==> src/rtl/conv_2d_coef_loader.sv <==
// Streams N = WIN_SIZE^2 signed coefficients into a conv_2d CSR bank over AXI4-Lite, then writes the apply register.
// One write outstanding at a time; any stall on the coefficient stream or AW/W/B only lengthens the current state.
module conv_2d_coef_loader #(
    parameter logic [31:0] CSR_BASE_ADDR = 32'h0,
    parameter int unsigned COEF_WIDTH    = 13,
    parameter int unsigned WIN_SIZE      = 5,
    parameter logic [31:0] APPLY_OFFSET  = 32'h100
) (
    input  logic                  clk_i,
    input  logic                  rst_i,
    input  logic                  start_i,
    input  logic [COEF_WIDTH-1:0] coef_i_tdata,
    input  logic                  coef_i_tvalid,
    output logic                  coef_i_tready,
    output logic                  csr_awvalid,
    input  logic                  csr_awready,
    output logic [31:0]           csr_awaddr,
    output logic [2:0]            csr_awprot,
    output logic                  csr_wvalid,
    input  logic                  csr_wready,
    output logic [31:0]           csr_wdata,
    output logic [3:0]            csr_wstrb,
    input  logic                  csr_bvalid,
    output logic                  csr_bready,
    input  logic [1:0]            csr_bresp,
    output logic                  busy_o,
    output logic                  done_o,
    output logic                  err_o
);

    localparam int unsigned   N      = WIN_SIZE * WIN_SIZE;
    localparam int unsigned   KW     = (N > 1) ? $clog2(N) : 1;
    localparam logic [KW-1:0] K_LAST = KW'(N - 1);

    localparam logic [2:0] S_IDLE       = 3'd0;
    localparam logic [2:0] S_FETCH      = 3'd1;
    localparam logic [2:0] S_WRITE      = 3'd2;
    localparam logic [2:0] S_RESP       = 3'd3;
    localparam logic [2:0] S_APPLY      = 3'd4;
    localparam logic [2:0] S_APPLY_RESP = 3'd5;
    localparam logic [2:0] S_DONE       = 3'd6;

    logic [2:0]    state_q, state_d;
    logic [KW-1:0] k_q, k_d;
    logic          awvalid_q, awvalid_d;
    logic          wvalid_q, wvalid_d;
    logic [31:0]   awaddr_q, awaddr_d;
    logic [31:0]   wdata_q, wdata_d;
    logic          err_q, err_d;
    logic          aw_left, w_left;

    // A channel's valid survives the edge only if its ready was low this cycle.
    assign aw_left = awvalid_q & ~csr_awready;
    assign w_left  = wvalid_q & ~csr_wready;

    always_comb begin
        state_d   = state_q;
        k_d       = k_q;
        awvalid_d = awvalid_q;
        wvalid_d  = wvalid_q;
        awaddr_d  = awaddr_q;
        wdata_d   = wdata_q;
        err_d     = err_q;
        case (state_q)
            S_IDLE: begin
                if (start_i) begin
                    state_d = S_FETCH;
                    k_d     = '0;
                    err_d   = 1'b0;
                end
            end
            S_FETCH: begin
                if (coef_i_tvalid) begin
                    state_d   = S_WRITE;
                    awvalid_d = 1'b1;
                    wvalid_d  = 1'b1;
                    awaddr_d  = CSR_BASE_ADDR + (32'(k_q) << 2);
                    wdata_d   = {{(32 - COEF_WIDTH){coef_i_tdata[COEF_WIDTH-1]}}, coef_i_tdata};
                end
            end
            S_WRITE, S_APPLY: begin
                awvalid_d = aw_left;
                wvalid_d  = w_left;
                if (!aw_left && !w_left) begin
                    state_d = (state_q == S_WRITE) ? S_RESP : S_APPLY_RESP;
                end
            end
            S_RESP: begin
                if (csr_bvalid) begin
                    if (csr_bresp != 2'b00) err_d = 1'b1;
                    if (k_q == K_LAST) begin
                        state_d   = S_APPLY;
                        awvalid_d = 1'b1;
                        wvalid_d  = 1'b1;
                        awaddr_d  = CSR_BASE_ADDR + APPLY_OFFSET;
                        wdata_d   = 32'h1;
                    end else begin
                        state_d = S_FETCH;
                        k_d     = k_q + 1'b1;
                    end
                end
            end
            S_APPLY_RESP: begin
                if (csr_bvalid) begin
                    if (csr_bresp != 2'b00) err_d = 1'b1;
                    state_d = S_DONE;
                end
            end
            S_DONE:  state_d = S_IDLE;
            default: state_d = S_IDLE;
        endcase
    end

    always_ff @(posedge clk_i or posedge rst_i) begin
        if (rst_i) begin
            state_q   <= S_IDLE;
            k_q       <= '0;
            awvalid_q <= 1'b0;
            wvalid_q  <= 1'b0;
            awaddr_q  <= '0;
            wdata_q   <= '0;
            err_q     <= 1'b0;
        end else begin
            state_q   <= state_d;
            k_q       <= k_d;
            awvalid_q <= awvalid_d;
            wvalid_q  <= wvalid_d;
            awaddr_q  <= awaddr_d;
            wdata_q   <= wdata_d;
            err_q     <= err_d;
        end
    end

    assign coef_i_tready = (state_q == S_FETCH);
    assign csr_awvalid   = awvalid_q;
    assign csr_awaddr    = awaddr_q;
    assign csr_awprot    = 3'b000;
    assign csr_wvalid    = wvalid_q;
    assign csr_wdata     = wdata_q;
    assign csr_wstrb     = 4'hF;
    assign csr_bready    = (state_q == S_RESP) || (state_q == S_APPLY_RESP);
    assign busy_o        = (state_q != S_IDLE);
    assign done_o        = (state_q == S_DONE);
    assign err_o         = err_q;

endmodule

==> config.mk <==
export PLATFORM = sky130hd
export DESIGN_NAME = conv_2d_coef_loader
export DESIGN_NICKNAME = d
export VERILOG_FILES = /design/src/rtl/conv_2d_coef_loader.sv
export SDC_FILE = /design/constraint.sdc
export NUM_CORES = 1
export LEC_CHECK = 0
export ABC_AREA = 0
export CORE_ASPECT_RATIO = 0.75
export CORE_MARGIN = 10
export CORE_UTILIZATION = 44
export DETAILED_ROUTE_END_ITERATION = 10
export HOLD_SLACK_MARGIN = 0.06
export PLACE_DENSITY = 0.86
export SETUP_SLACK_MARGIN = 0.2
export SLEW_MARGIN = 20
export SYNTH_ARGS = -nofsm -noshare
export SYNTH_HDL_FRONTEND = slang
export SYNTH_SLANG_ARGS = --single-unit
==> constraint.sdc <==
create_clock -name clk_i -period 2.7 [get_ports clk_i]
set_input_delay 0.81 -clock clk_i [delete_from_list [all_inputs] [get_ports clk_i]]
set_output_delay 0.81 -clock clk_i [all_outputs]
set_load 0.01 [all_outputs]
Word level (Yosys, flattened, before mapping)
Cells that the tools add are included.

$add $sub $neg: 1. Equal/unequal tests: 16. Mux-type cells: 29. Bitwise gates (word level): 4. Reductions and logical operators: 18.

Operators by type and width (count): 32-bit 2-to-1 mux (6); 32-bit case mux with 2 select lines (2); 3-bit 2-to-1 mux (7); 4-bit AND reduction (4); 5-bit 2-to-1 mux (3); 3-bit case mux with 5 select lines (1); 2-bit != test (second input constant) (7); 5-bit case mux with 2 select lines (1); 3-bit equality test (second input constant) (3); 2-bit nonzero test (4); 3-bit by 2-bit equality test with 1-bit output (second input constant) (2); 1-bit 2-to-1 mux (6); 1-bit case mux with 3 select lines (2); 3-bit nonzero test (2); 5-bit by 1-bit adder with 5-bit output (second input constant) (1); 5-bit equality test (second input constant) (1); 5-bit AND reduction (1); 2-bit by 1-bit != test with 1-bit output (second input constant) (2); 2-bit OR reduction (2); 3-bit by 1-bit equality test with 1-bit output (second input constant) (1); 3-bit zero test (1); 1-bit bitwise AND (2); 1-bit zero test (2); 1-bit inverter (2); other kinds (3) (3).

Bits in registers: 75. Output and inout bits: 78. Logic and storage cells: 75.

Logic depth before layout (Yosys ltp)
Depth in word-level cells: 6. Depth in mapped cells: 6. Depth with buffers taken out: 5.

Worst setup path after synthesis
No wires, ideal clock.

Kind: register to output. From: register state_q[2]. To: output coef_i_tready. Arrival time: 1.018 ns. Slack: 0.872 ns. Cell stages (with the launch flop): 5. Cell sequence: dfrtp_1 nand2b_1 clkbuf_1 buf_2 nor2_1.

Longest elaborated chain between the ends: 1.

Ends and longest elaborated chain: from (decl) (line 43) `logic [2:0] state_q, state_d;`; from (signal assigned) (line 124) `state_q <= state_d;`; 3-bit by 1-bit equality test with 1-bit output (line 134) `assign coef_i_tready = (state_q == S_FETCH);`; to (decl) (line 14) `output logic coef_i_tready,`.

Every way passes these cells.

Worst setup path after layout
From: register state_q[1]. To: output coef_i_tready.

Same word-level chain as after synthesis.

==> run_results.csv <==
group,metric,value,unit
sta,skew,0.00567,ns
pwr,total_power,2850,µW
min_path,hold_depth,1,
yosys,synthArstFlopShare,100,%
route,vias,1679,
worst_setup_path,rr_startpoint,"k_q[0]",
sta,finalCritPeriodShare,89.7,%
clock_network,path_clk_slew,0.06,ns
floorplan,fp.dieH,78.8,µm
yosys,ys_warn_count,0,
flow_run,maxCapViolCount,0,
global_route,overflow,0,
sta,rsz0062_at_grt,"false",
yosys,ys_ff_latch,30,
worst_setup_path,start_kind,"flop",
worst_setup_path,crit_required,1.89,ns
floorplan,rows,21,
cells_and_area,num_antenna_cells,0,
yosys,netlist-cell-type-count,44,
clock_network,htree_levels,2,
sta,fin_setup_tns,0,ns
sta,timing.hold.ws,0.495,ns
yosys,yosys.area_share.xor_xnor,0.432,%
route,drcViolationCount,0,
worst_setup_path,critical_path.top_delay_family,"buffers and inverters",
yosys,ys.flop_type,"dfrtp_1",
yosys,synth_edf_count,0,
worst_setup_path,critPathArrivalTime,1.61,ns
sta,hold_viol,0,
global_route,gr-usage-all-layers,12.8,%
placement,port_buffers,66,
floorplan,io_pins,100,
placement,gp_congestion,0.774,
global_route,first_global_vias,1706,
pwr,power.density,1110,nW/µm²
yosys,yosysMostFrequentCell,"buf_4",
clock_network,cts.sinks,30,
worst_setup_path,rr_worst_depth,5,
worst_setup_path,reg2reg_slack,0.77,ns
yosys,netlist.area_leader.share,37.0,%
yosys,netlist_area,2030,µm²
cells_and_area,fin_nets,304,
worst_setup_path,critPathKind,"flop to output pin",
route,wl,5.04,mm
cells_and_area,finalNonFillerCells,338,
yosys,avgSynthCellArea,8.64,µm²
placement,dp_hpwl,3.80,mm
route,vias_per_cell,4.97,
yosys,yosys.area_share.simple,19.6,%
yosys,synth_top_area_cell,"dfrtp_1",
min_path,min_to,"csr_awaddr[8]",
cells_and_area,fin_util,57.5,%
clock_network,insertion_delay,0.29,ns
worst_setup_path,crit_buf_inv,2,
yosys,synth_top_family_by_area,"buffers and inverters",
cells_and_area,area_delta_synth_final,26.6,%
clock_network,cts_root_buf,"clkbuf_8",
route,routedWlPerCell,14.9,µm
floorplan,die_x,98.4,µm
worst_setup_path,reg2reg_to,"csr_wdata[0]",
floorplan,core_area,4470,µm²
pwr,p_leak,0.00111,µW
pwr,ir_drop,0.000556,V
clock_network,cts_buffers,5,
sta,timing.fmax,0.413,GHz
worst_setup_path,worst_setup_path_end_kind,"output pin",
floorplan,start_util,45.4,%
sta,post-route-min-period,2.42,ns
worst_setup_path,path_max_fanout,12,
worst_setup_path,max_stage_delay,0.55,ns
route,drtAntennaViolNets,0,
global_route,antenna_found_initial,0,
clock_network,clk_path_buf_depth,2,
worst_setup_path,critPathSlowestCell,"clkdlybuf4s50_1",
cells_and_area,multi_input_area,898,µm²
sta,tightest_slew,0.640,ns
sta,setup_viol,0,
placement,dp_cells,328,
yosys,muxShareOfSynthArea,1.05,%
route,drtIter0Drc,106,
yosys,synth.top_cells.by_area,"dfrtp_1, buf_4, nand2_1",
cells_and_area,nFillCells,395,
sta,slew_violations,0,
global_route,grt_max_degree,31,
min_path,hp-class,"flop to flop",
global_route,grt_pass1_wl,8.31,mm
route,drtPass1Iterations,4,
run_status,status,"finished clean",
worst_setup_path,crit_chain,"buf_4, nor2_1, clkdlybuf4s50_1",
sta,slew_headroom,57.2,%
floorplan,fp.dieArea,7760,µm²
yosys,ys_seq_area_share,37.0,%
clock_network,cts_tree,"yes",
cells_and_area,drive_above_1_share,9.25,%
min_path,min_from,"csr_awaddr[8]",
yosys,synthTopCellsByCount,"buf_4, nand2_1, dfrtp_1",
yosys,synth_adder_area_share,1.23,%
yosys,synth-compound-area-share,15.8,%
cells_and_area,ff_latch_area,754,µm²
yosys,syn_inst,235,
==> cell type report <==
class	instances	area share [%]
Multi-Input combinational cell	161	35.0
Clock inverter	2	0.487
Tap cell	57	2.78
Clock buffer	6	3.21
Timing Repair Buffer	74	28.0
Sequential cell	30	29.4
Inverter	8	1.17
==> registers in the layout (all words and copies together) (netlist names) <==
name	count
csr_wdata	13
csr_awaddr	6
k_q	5
state_q	3
csr_awvalid	1
csr_wvalid	1
err_o	1
==> worst register-to-register path, cell delays in order (launching register included) <==
cell	delay (ns)
dfrtp_1	0.41
inv_1	0.10
ha_1	0.17
nand4b_2	0.52
o211a_1	0.44
a211oi_1	0.20
==> how the worst max path moves through the flow <==
stage | depth (start not counted) | end | startpoint
finish | 3 | coef_i_tready | state_q[1]
CTS | 1 | csr_wdata[25] | csr_wdata[30]
global placement | 5 | csr_wdata[30] | csr_bvalid
floorplan | 4 | coef_i_tready | state_q[2]
detailed placement | 5 | csr_awaddr[5] | csr_bvalid
global route | 3 | csr_bready | state_q[1]
==> per-layer routing <==
| metal | vias to the layer above | share of wire, % | wire length [µm] | track usage, % |
|---|---|---|---|---|
| met1 | 780 | 46 | 2320 | 15.2 |
| met3 | 8 | 9.1 | 458 | 5.54 |
| met5 | - | 0 | 0 | 0 |
| met4 | 0 | 1.4 | 72 | 5.86 |
| li1 | 810 | - | - | - |
| met2 | 81 | 43 | 2190 | 19.5 |
==> report_power, final <==
group | internal (µW) | total (µW) | switching (µW)
clock network | 205 | 382 | 177
logic | 861 | 1600 | 736
registers | 651 | 873 | 221
total | 1720 | 2850 | 1130
==> repair_timing <==
| action | 4_1_cts | 5_1_grt |
|---|---|---|
| resized for setup | 1 | 2 |
| hold buffers | 0 | 0 |
| setup buffers | 0 | 2 |
| endpoints found under the setup margin | 2 | 22 |
==> cell families (layout without fill, tap and decap cells) <==
family / count (synthesis) / count (layout)
other: 2 / 33
muxes: 2 / 2
adders and majority gates: 2 / 2
AOI/OAI and AO/OA: 43 / 43
and+or+nand+nor: 80 / 80
xor gates and xnor gates: 1 / 1
DFF: 30 / 30
buffers and inverters: 75 / 90
==> cell usage in the layout, fill, tap and decap left out, types with 2 or more instances in the layout <==
cell,instances
nor2_1,2
inv_1,8
ha_1,2
clkdlybuf4s50_1,66
dfrtp_1,27
o21a_1,2
o31ai_1,3
a21oi_1,2
a211oi_1,2
a31oi_1,2
o211ai_1,18
buf_4,8
nand3_1,20
nor3_1,2
nor2b_1,2
clkbuf_8,6
o21ai_0,4
conb_1,33
dfrtp_2,3
nand2b_1,5
nand2_1,38
==> per-stage QoR <==
| stage | instance area [µm²] | setup slack (ns) |
|---|---|---|
| floorplan | 2150 | 0.872 |
| global placement | 2460 | 0.477 |
| detailed placement | 2460 | 0.405 |
| CTS | 2550 | 0.220 |
| global route | 2570 | 0.216 |
| finish | 2570 | 0.278 |
No activity file was read; power rests on OpenSTA's default activity.
